--- config.mk ---
export PLATFORM = sky130hd
export DESIGN_NAME = div_unit
export DESIGN_NICKNAME = d
export VERILOG_FILES = /design/src/rtl/div_unit.sv
export SDC_FILE = /design/constraint.sdc
export NUM_CORES = 1
export LEC_CHECK = 0
export ABC_CLOCK_PERIOD_IN_PS = 9200
export BUFFER_PORTS_ARGS = -buffer_cell sky130_fd_sc_hd__buf_2
export CAP_MARGIN = 20
export CORE_MARGIN = 3
export CORE_UTILIZATION = 64
export DETAILED_ROUTE_END_ITERATION = 16
export PLACE_DENSITY_LB_ADDON = 0.05
export SKIP_CTS_REPAIR_TIMING = 1
export SLEW_MARGIN = 25
export SYNTH_ARGS = -nofsm -noshare
export SYNTH_HDL_FRONTEND = slang
export SYNTH_SLANG_ARGS = --single-unit
--- constraint.sdc ---
create_clock -name clock -period 9.2 [get_ports clock]
set_clock_uncertainty 0.1 [all_clocks]
set_input_delay 1.84 -clock clock [delete_from_list [all_inputs] [get_ports clock]]
set_output_delay 1.84 -clock clock [all_outputs]
set_load 0.01 [all_outputs]
--- src/rtl/div_unit.sv ---
// Multicycle signed restoring divider (quotient -> lo, remainder -> hi), one quotient bit per clock.
// Optional build macro DIV_UNSIGNED_EN adds an is_unsigned input for DIVU semantics.
module div_unit #(
    parameter int WIDTH = 32,
    parameter int CNT_W = 6
) (
    input  logic             clock,
    input  logic             reset,
    input  logic             start,
`ifdef DIV_UNSIGNED_EN
    input  logic             is_unsigned,
`endif
    input  logic [WIDTH-1:0] dividend,
    input  logic [WIDTH-1:0] divisor,
    output logic             busy,
    output logic             done,
    output logic             div_zero,
    output logic [WIDTH-1:0] hi,
    output logic [WIDTH-1:0] lo
);

    typedef enum logic [1:0] {IDLE, CALC, FIN} stateType;

    stateType         stateReg;
    logic [CNT_W-1:0] cntReg;
    logic [WIDTH-1:0] remReg;
    logic [WIDTH-1:0] quotReg;
    logic [WIDTH-1:0] dvsrReg;
    logic             negQuotReg;
    logic             negRemReg;

    logic             signedOp;
    logic             dividendNeg;
    logic             divisorNeg;
    logic [WIDTH-1:0] dividendMag;
    logic [WIDTH-1:0] divisorMag;
    logic [WIDTH:0]   shifted;
    logic [WIDTH:0]   trial;

    always_comb begin
        signedOp = 1'b1;
`ifdef DIV_UNSIGNED_EN
        signedOp = !is_unsigned;
`endif
        dividendNeg = signedOp & dividend[WIDTH-1];
        divisorNeg  = signedOp & divisor[WIDTH-1];
        // The most negative value maps onto itself, which is the correct unsigned magnitude.
        dividendMag = dividendNeg ? -dividend : dividend;
        divisorMag  = divisorNeg  ? -divisor  : divisor;
        shifted     = {remReg, quotReg[WIDTH-1]};
        trial       = shifted - {1'b0, dvsrReg};
    end

    always_ff @(posedge clock or posedge reset) begin
        if (reset) begin
            stateReg   <= IDLE;
            cntReg     <= '0;
            remReg     <= '0;
            quotReg    <= '0;
            dvsrReg    <= '0;
            negQuotReg <= 1'b0;
            negRemReg  <= 1'b0;
            busy       <= 1'b0;
            done       <= 1'b0;
            div_zero   <= 1'b0;
            hi         <= '0;
            lo         <= '0;
        end else begin
            done     <= 1'b0;
            div_zero <= 1'b0;
            case (stateReg)
                IDLE: begin
                    if (start) begin
                        if (divisor == '0) begin
                            // Zero divisor completes at once and leaves hi/lo untouched.
                            done     <= 1'b1;
                            div_zero <= 1'b1;
                        end else begin
                            dvsrReg    <= divisorMag;
                            quotReg    <= dividendMag;
                            remReg     <= '0;
                            negQuotReg <= dividendNeg ^ divisorNeg;
                            negRemReg  <= dividendNeg;
                            cntReg     <= '0;
                            busy       <= 1'b1;
                            stateReg   <= CALC;
                        end
                    end
                end
                CALC: begin
                    if (trial[WIDTH]) begin
                        remReg  <= shifted[WIDTH-1:0];
                        quotReg <= {quotReg[WIDTH-2:0], 1'b0};
                    end else begin
                        remReg  <= trial[WIDTH-1:0];
                        quotReg <= {quotReg[WIDTH-2:0], 1'b1};
                    end
                    cntReg <= cntReg + CNT_W'(1);
                    if (cntReg == CNT_W'(WIDTH - 1)) begin
                        stateReg <= FIN;
                    end
                end
                FIN: begin
                    lo       <= negQuotReg ? -quotReg : quotReg;
                    hi       <= negRemReg  ? -remReg  : remReg;
                    done     <= 1'b1;
                    busy     <= 1'b0;
                    stateReg <= IDLE;
                end
                default: stateReg <= IDLE;
            endcase
        end
    end

endmodule

==> run metrics, run 1 <==
endpoint class of the critical path register; Final GP Congestion 0.940; std cell rows 47; number of maximum-capacitance constraint violations 0; post-synth top area share 38.8%; most common library cells after synthesis o21ai_0 (180), nand2_1 (176), dfrtp_1 (173), xor2_1 (104), clkbuf_1 (57); Syn-to-layout area delta 12.0%; dominant cells by area after synthesis dfrtp_1 (39%), xor2_1 (8.2%), o21ai_0 (8.1%); synthesized-area fraction occupied by and/or/nand/nor cells 16.7%; number of sinks driven by the clock tree 173; number of vias per cell after detailed routing 5.92; post-detailed-route wirelength per cell 15.9 um; area of the core 16800 um2; leading register cell type out of synthesis dfrtp_1; crit path cell chain buf_2 > or4_1 > or4_1 > nor4_1 > nand4_1 > nor2b_2 > buf_4 > nor2_2 > buf_4 > a22oi_1 > o21ai_0; worst slack after detailed placement 4.04 ns; proportion of power drawn by combinational gates 51.2%; count of endpoints failing setup in the final report 0; flop and latch count out of synthesis roughly 170; die height roughly 140 um; total count of max-transition violations in the final report 0; crit path setup slack, layout approximately 4.6 ns; number of hold violations in the final report 0; overall overflow remaining after global route 0; final-layout setup total negative slack 0 ns; number of detailed-routing iterations run before antenna repair 6; Slowest cell on crit path or4_1; Critical Path RT 9.45 ns; clock root cell clkbuf_16; sequential cell fraction of total power 31.7%; proportion of synthesized chip area in sequential cells 38.8%; nets 1471; number of H-tree levels 4; mux share of post-synthesis cell area under 10%; share of synthesized registers carrying an async set or reset 100%; portion of total power attributed to the clock network 17.1%; multi-input combinational cell area around 6400 um2; HPWL Detailed 18.5 mm; Overall Global Routing Usage 27.2%; EDFF count, synth 0; largest area contributor in the netlist dfrtp_1; number of buffers and inverters on the critical path 3; post-route ant nets 0; reported net switching power 1810 uW; pin count of the biggest net entering global routing roughly 120; worst reg2reg path depth 12; worst stage delay on the critical path 0.57 ns; Num CTS Buffers 17; Synthesis Warnings 0; result of the run completed; worst-case vdd ir drop 200 uV; antenna violations before repair 0; fraction of the mapped netlist area in adder cells 4.33%; number of different library cells in the post-synthesis netlist 67; Synth Cell Area roughly 11000 um2; net count after synthesis 1383; Synth Instances 1278; main combinational cell family by area after synthesis compound AO/OA/AOI/OAI gates; Final Cycle Share about half; clock tree from TritonCTS yes; number of vias after detailed routing roughly 9500; number of global-route vias before repair 8846; most common cell in the netlist o21ai_0; number of buffer cells added on primary ports 133; number of buffers between clock root and the deepest sink 2; Setup Crit Path Kind in -> reg; number of design-rule violations left by the first detailed-router iteration 552; achievable clock frequency about 0.22 GHz; type of element launching the critical path input port; slew at the pin closest to its max-slew limit 0.976 ns; first-pass GRT wire length 41.6 mm; CP Depth 11; switching share of power 43.7%; worst min path class reg -> reg; total of fill cells in the finished design roughly 1300; Internal Power 2330 uW; leakage power of the design 0.00552 uW; initial core utilization 66.3%; number of remaining DRC errors 0; largest driver fanout on the critical path 30; post-synthesis compound-gate area fraction 21.5%; overall die width 138 um; clock-pin slew of the registers on the worst-case setup and hold paths 0.07 ns; routed wire length between 20 and 30 mm; clock latency on the worst-skew pair 0.43 ns; unrepaired setup endpoints after global routing false; critical path data arrival time 4.86 ns; fraction of layout instances using a drive strength above 1 14.9%; cell depth of the worst hold path 2; Mean Syn Cell Area 8.72 um2; Synth Area in XOR/XNOR 11.6%; I/O pin total 134; register area 4330 um2; time the final worst path needs with I/O delays and setup about 4.6 ns; Die Area 19000 um2; cell area power density 332 nW/um2; Max transition margin approximately a third; critical path's top delay family simple AND/OR/NAND/NOR gates
cell families after synthesis:
logic type	Yosys count
AO/OA/AOI/OAI	384
AND/OR/NAND/NOR	383
flip-flops	173
XOR/XNOR	148
buffers and inverters	124
adder cells (fa/ha/maj)	38
multiplexers	28
stage by stage:
stage	util (%)	total power [uW]	instances	instance area [um2]	hold WS, ns
after floorplan	-	2980	1278	11100	0.350
after global placement	70.7	3330	1567	11900	0.356
after detailed placement	70.7	3400	1567	11900	0.365
after CTS	74.2	4140	1599	12500	0.380
after global routing	74.2	4490	1599	12500	0.408
final	74.2	4150	1600	12500	0.373
power groups by stage:
stage	combinational (uW)	sequential, uW	clock, uW
after CTS	2120	1300	721
after detailed placement	2090	1310	0
after global routing	2390	1350	752
after global placement	2030	1300	0
after floorplan	1780	1190	0
final	2120	1310	711
layer usage:
layer  part of all wire (%)  GRT usage, %  up-vias
met5                      0             0        -
met4                    2.4          10.0        0
met3                    4.9          5.19       53
met2                     48          45.4      233
met1                     44          35.5     4423
li1                       -             -     4763
worst min-delay path, cell delays in order (launching register included):
cell,delay [ns]
dfrtp_1,0.34
nand2_1,0.04
o21ai_0,0.06
sequential cells by signal (all words and copies together) (netlist names):
register	count
dvsrReg	32
hi	32
lo	32
quotReg	32
remReg	32
cntReg	6
stateReg	2
busy	1
div_zero	1
done	1
negQuotReg	1
negRemReg	1
layout by cell type (no fill, tap or decap), types with 9 or more instances in the layout:
cell type,count
o41ai_1,19
nor2_1,44
xnor2_1,44
a21oi_1,48
buf_2,133
o31ai_1,27
a221o_1,14
xor2_1,104
mux2i_1,25
ha_1,37
nand2_1,176
nand3_1,44
nor3_1,18
or3_1,9
clkbuf_16,17
a21o_1,9
nand2b_1,14
or4_1,14
inv_1,51
nand4_1,10
o21ai_0,180
nor4_1,9
a22oi_1,16
dfrtp_1,173
o21ai_1,16
path summary, 6_finish.rpt:
check | start | endpoint | slack [ns]
worst max-delay path | divisor[13] | quotReg[23] | 4.59
worst min-delay path | lo[4] | lo[4] | 0.37
worst max register to register | quotReg[31] | remReg[25] | 5.09
worst min register to register | lo[4] | lo[4] | 0.37
max in group asynchronous | reset | remReg[15] | 6.35
min in group asynchronous | reset | lo[28] | 1.45
area by class of cell:
type	instances	share of cell area [%]
inverters	52	1.62
multi-input cells	981	50.9
repair buffers	141	5.84
diodes	1	0.0200
clock inverters	14	1.19
clock buffers	18	3.52
flip-flops and latches	173	34.7
well taps	220	2.21
Power figures use the tool's default switching activity.
==> run 2, diff against run 1 <==
--- a/config.mk
+++ b/config.mk
@@ -5,11 +5,11 @@
 export SDC_FILE = /design/constraint.sdc
 export NUM_CORES = 1
 export LEC_CHECK = 0
-export ABC_CLOCK_PERIOD_IN_PS = 9200
+export ABC_CLOCK_PERIOD_IN_PS = 4600
 export BUFFER_PORTS_ARGS = -buffer_cell sky130_fd_sc_hd__buf_2
 export CAP_MARGIN = 20
 export CORE_MARGIN = 3
-export CORE_UTILIZATION = 64
+export CORE_UTILIZATION = 59
 export DETAILED_ROUTE_END_ITERATION = 16
 export PLACE_DENSITY_LB_ADDON = 0.05
 export SKIP_CTS_REPAIR_TIMING = 1
==> constraint.sdc (replaced) <==
create_clock -name clock -period 4.6 [get_ports clock]
set_clock_uncertainty 0.1 [all_clocks]
set_input_delay 0.92 -clock clock [delete_from_list [all_inputs] [get_ports clock]]
set_output_delay 0.92 -clock clock [all_outputs]
set_load 0.01 [all_outputs]
==> run metrics, run 2 (synthesized netlist as in run 1, its figures left out) <==
result of the run completed; fin area 12600 um2 (+1.2%); number of hold violations in the final report 0 (unchanged); worst hold endpoint lo[16]; clock-pin slew of the registers on the worst-case setup and hold paths 0.06 ns (about the same); cell depth of the worst hold path 2 (unchanged); Overall Global Routing Usage 25.4% (-1.9 points); number of remaining DRC errors 0 (unchanged); worst min path class reg -> reg; die height 143 um (+4.0%); met2 track demand over resource in global routing 42.0% (-3.4 points); endpoint of the worst-slack reg-to-reg timing path remReg[0]; launch point of the worst reg-to-reg path remReg[24]; HPWL Detailed 18.6 mm (+0.62%); post-route ant nets 0 (unchanged); pin count of the biggest net entering global routing 174 (+46%); worst-case vdd ir drop 404 uV (+100%); final-layout setup total negative slack 0 ns (unchanged); unrepaired setup endpoints after global routing false; overall overflow remaining after global route 0 (unchanged); clock latency on the worst-skew pair 0.44 ns (about the same); clock tree from TritonCTS yes; std cell rows 49 (+4.3%); R2R Setup Slk 0.76 ns (-4.33 ns); Power Total 8540 uW (+110%); number of detailed-routing iterations run before antenna repair 5 (-1); number of vias per cell after detailed routing 5.81 (-1.9%); min-delay src lo[16]; area after detailed placement 12000 um2 (+0.78%); Final GP Congestion 0.918 (-2.3%); number of sinks driven by the clock tree 173 (unchanged); met1 layer usage reported by global route 34.7% (-0.80 points); total count of max-transition violations in the final report 0 (unchanged); number of design-rule violations left by the first detailed-router iteration 559 (+1.3%); Max transition margin 35.3% (+0.43 points); achievable clock frequency 0.261 GHz; fraction of layout instances using a drive strength above 1 15.2% (+0.31 points); most frequent standard cell in the layout excluding fill and tap cells o21ai_0; number of global-route vias before repair 8695 (-1.7%); type of element launching the critical path register; nets 1477 (+0.41%); post-route worst hold slack 0.369 ns (-0.00460 ns); Num CTS Buffers 17 (unchanged); number of vias after detailed routing 9367 (-1.1%); leakage power of the design 0.00559 uW (+1.2%); slew at the pin closest to its max-slew limit 0.970 ns (-0.00647 ns); count of endpoints failing setup in the final report 0 (unchanged); cell area power density 676 nW/um2 (+100%); global routing usage on met3 4.26% (-0.93 points); I/O pin total 134 (unchanged); Setup Crit Path Kind reg -> reg; first-pass GRT wire length 42.5 mm (+2.2%); worst reg2reg path depth 10 (-2); endpoint class of the critical path register; clock root cell clkbuf_16; routed wire length 25.3 mm (-0.70%); Syn-to-layout area delta 13.3%; overall die width 143 um (+4.0%); Final Cycle Share a little over four fifths; Top Usage Layer GRT met2; commonest cells after routing, fill and taps aside o21ai_0 (180), nand2_1 (176), dfrtp_1 (173), buf_2 (133), xor2_1 (104); number of buffers between clock root and the deepest sink 2 (unchanged); number of diodes 0 (-1); critical path data arrival time 4.07 ns (-0.79 ns); number of maximum-capacitance constraint violations 0 (unchanged); area of the core 18300 um2 (+8.6%); number of H-tree levels 4 (unchanged); largest driver fanout on the critical path 29 (-3.3%); initial core utilization 61.0% (-5.3 points); time the final worst path needs with I/O delays and setup approximately 3.8 ns; Critical Path RT 4.83 ns (-4.62 ns); post-detailed-route wirelength per cell 15.7 um (-1.5%); Die Area 20600 um2 (+8.1%); antenna violations before repair 0 (unchanged); number of buffer cells added on primary ports 133 (unchanged)
-- run 2: cell types whose count changed in the layout (fill, tap and decap cells not counted), moves of 3 or more --
cell	before	now
bufinv_16	1	5
inv_8	5	0
buf_4	7	11
buf_12	0	3
-- run 2: metrics by stage --
step           util, %  worst slack (ns)  instances
2_1_floorplan        -              1.29       1278
3_3_place_gp      65.6             0.814       1582
3_5_place_dp      65.6             0.755       1582
4_1_cts           69.1             0.794       1613
5_1_grt           69.1             0.581       1613
6_report          69.1             0.764       1613
-- run 2: how the worst max path moves through the flow --
stage	end	slack, ns	startpoint
after global routing	remReg[0]	0.58	remReg[24]
after detailed placement	dvsrReg[31]	0.76	divisor[13]
after global placement	remReg[0]	0.81	divisor[13]
after CTS	remReg[0]	0.79	remReg[24]
final	remReg[0]	0.76	remReg[24]
after floorplan	quotReg[31]	1.29	dividend[10]
-- run 2: layout make-up --
cell class / instances / area (um2)
clock buffers: 18 / 439
flip-flops and latches: 173 / 4330
clock inverters: 13 / 213
multi-input cells: 981 / 6350
repair buffers: 147 / 808
fillers: 1515 / 5640
well taps: 229 / 287
inverters: 52 / 199
-- run 2: power by group --
group / leakage (uW) / switching (uW) / internal (uW) / total [uW]
Sequential: 0.00203 / 668 / 1960 / 2630
Combinational: 0.00325 / 2350 / 1970 / 4320
Clock: 0.000309 / 614 / 979 / 1590
Total: 0.00559 / 3630 / 4920 / 8540
-- run 2: metal layers --
layer | part of all wire, % | wire length (um)
met3 | 4.3 | 1100
met5 | 0 | 0
met1 | 47 | 11900
met2 | 48 | 12000
met4 | 1.1 | 281
-- run 2: critical path: stages, from the launching register on --
cell and delay [ns]:
dfrtp_1 0.45, ha_1 0.46, a21oi_1 0.22, o21ai_0 0.23
or3_1 0.43, or4_1 0.47, a21oi_1 0.20, a211o_1 0.33
buf_12 0.25, mux2_2 0.36, o21ai_0 0.20
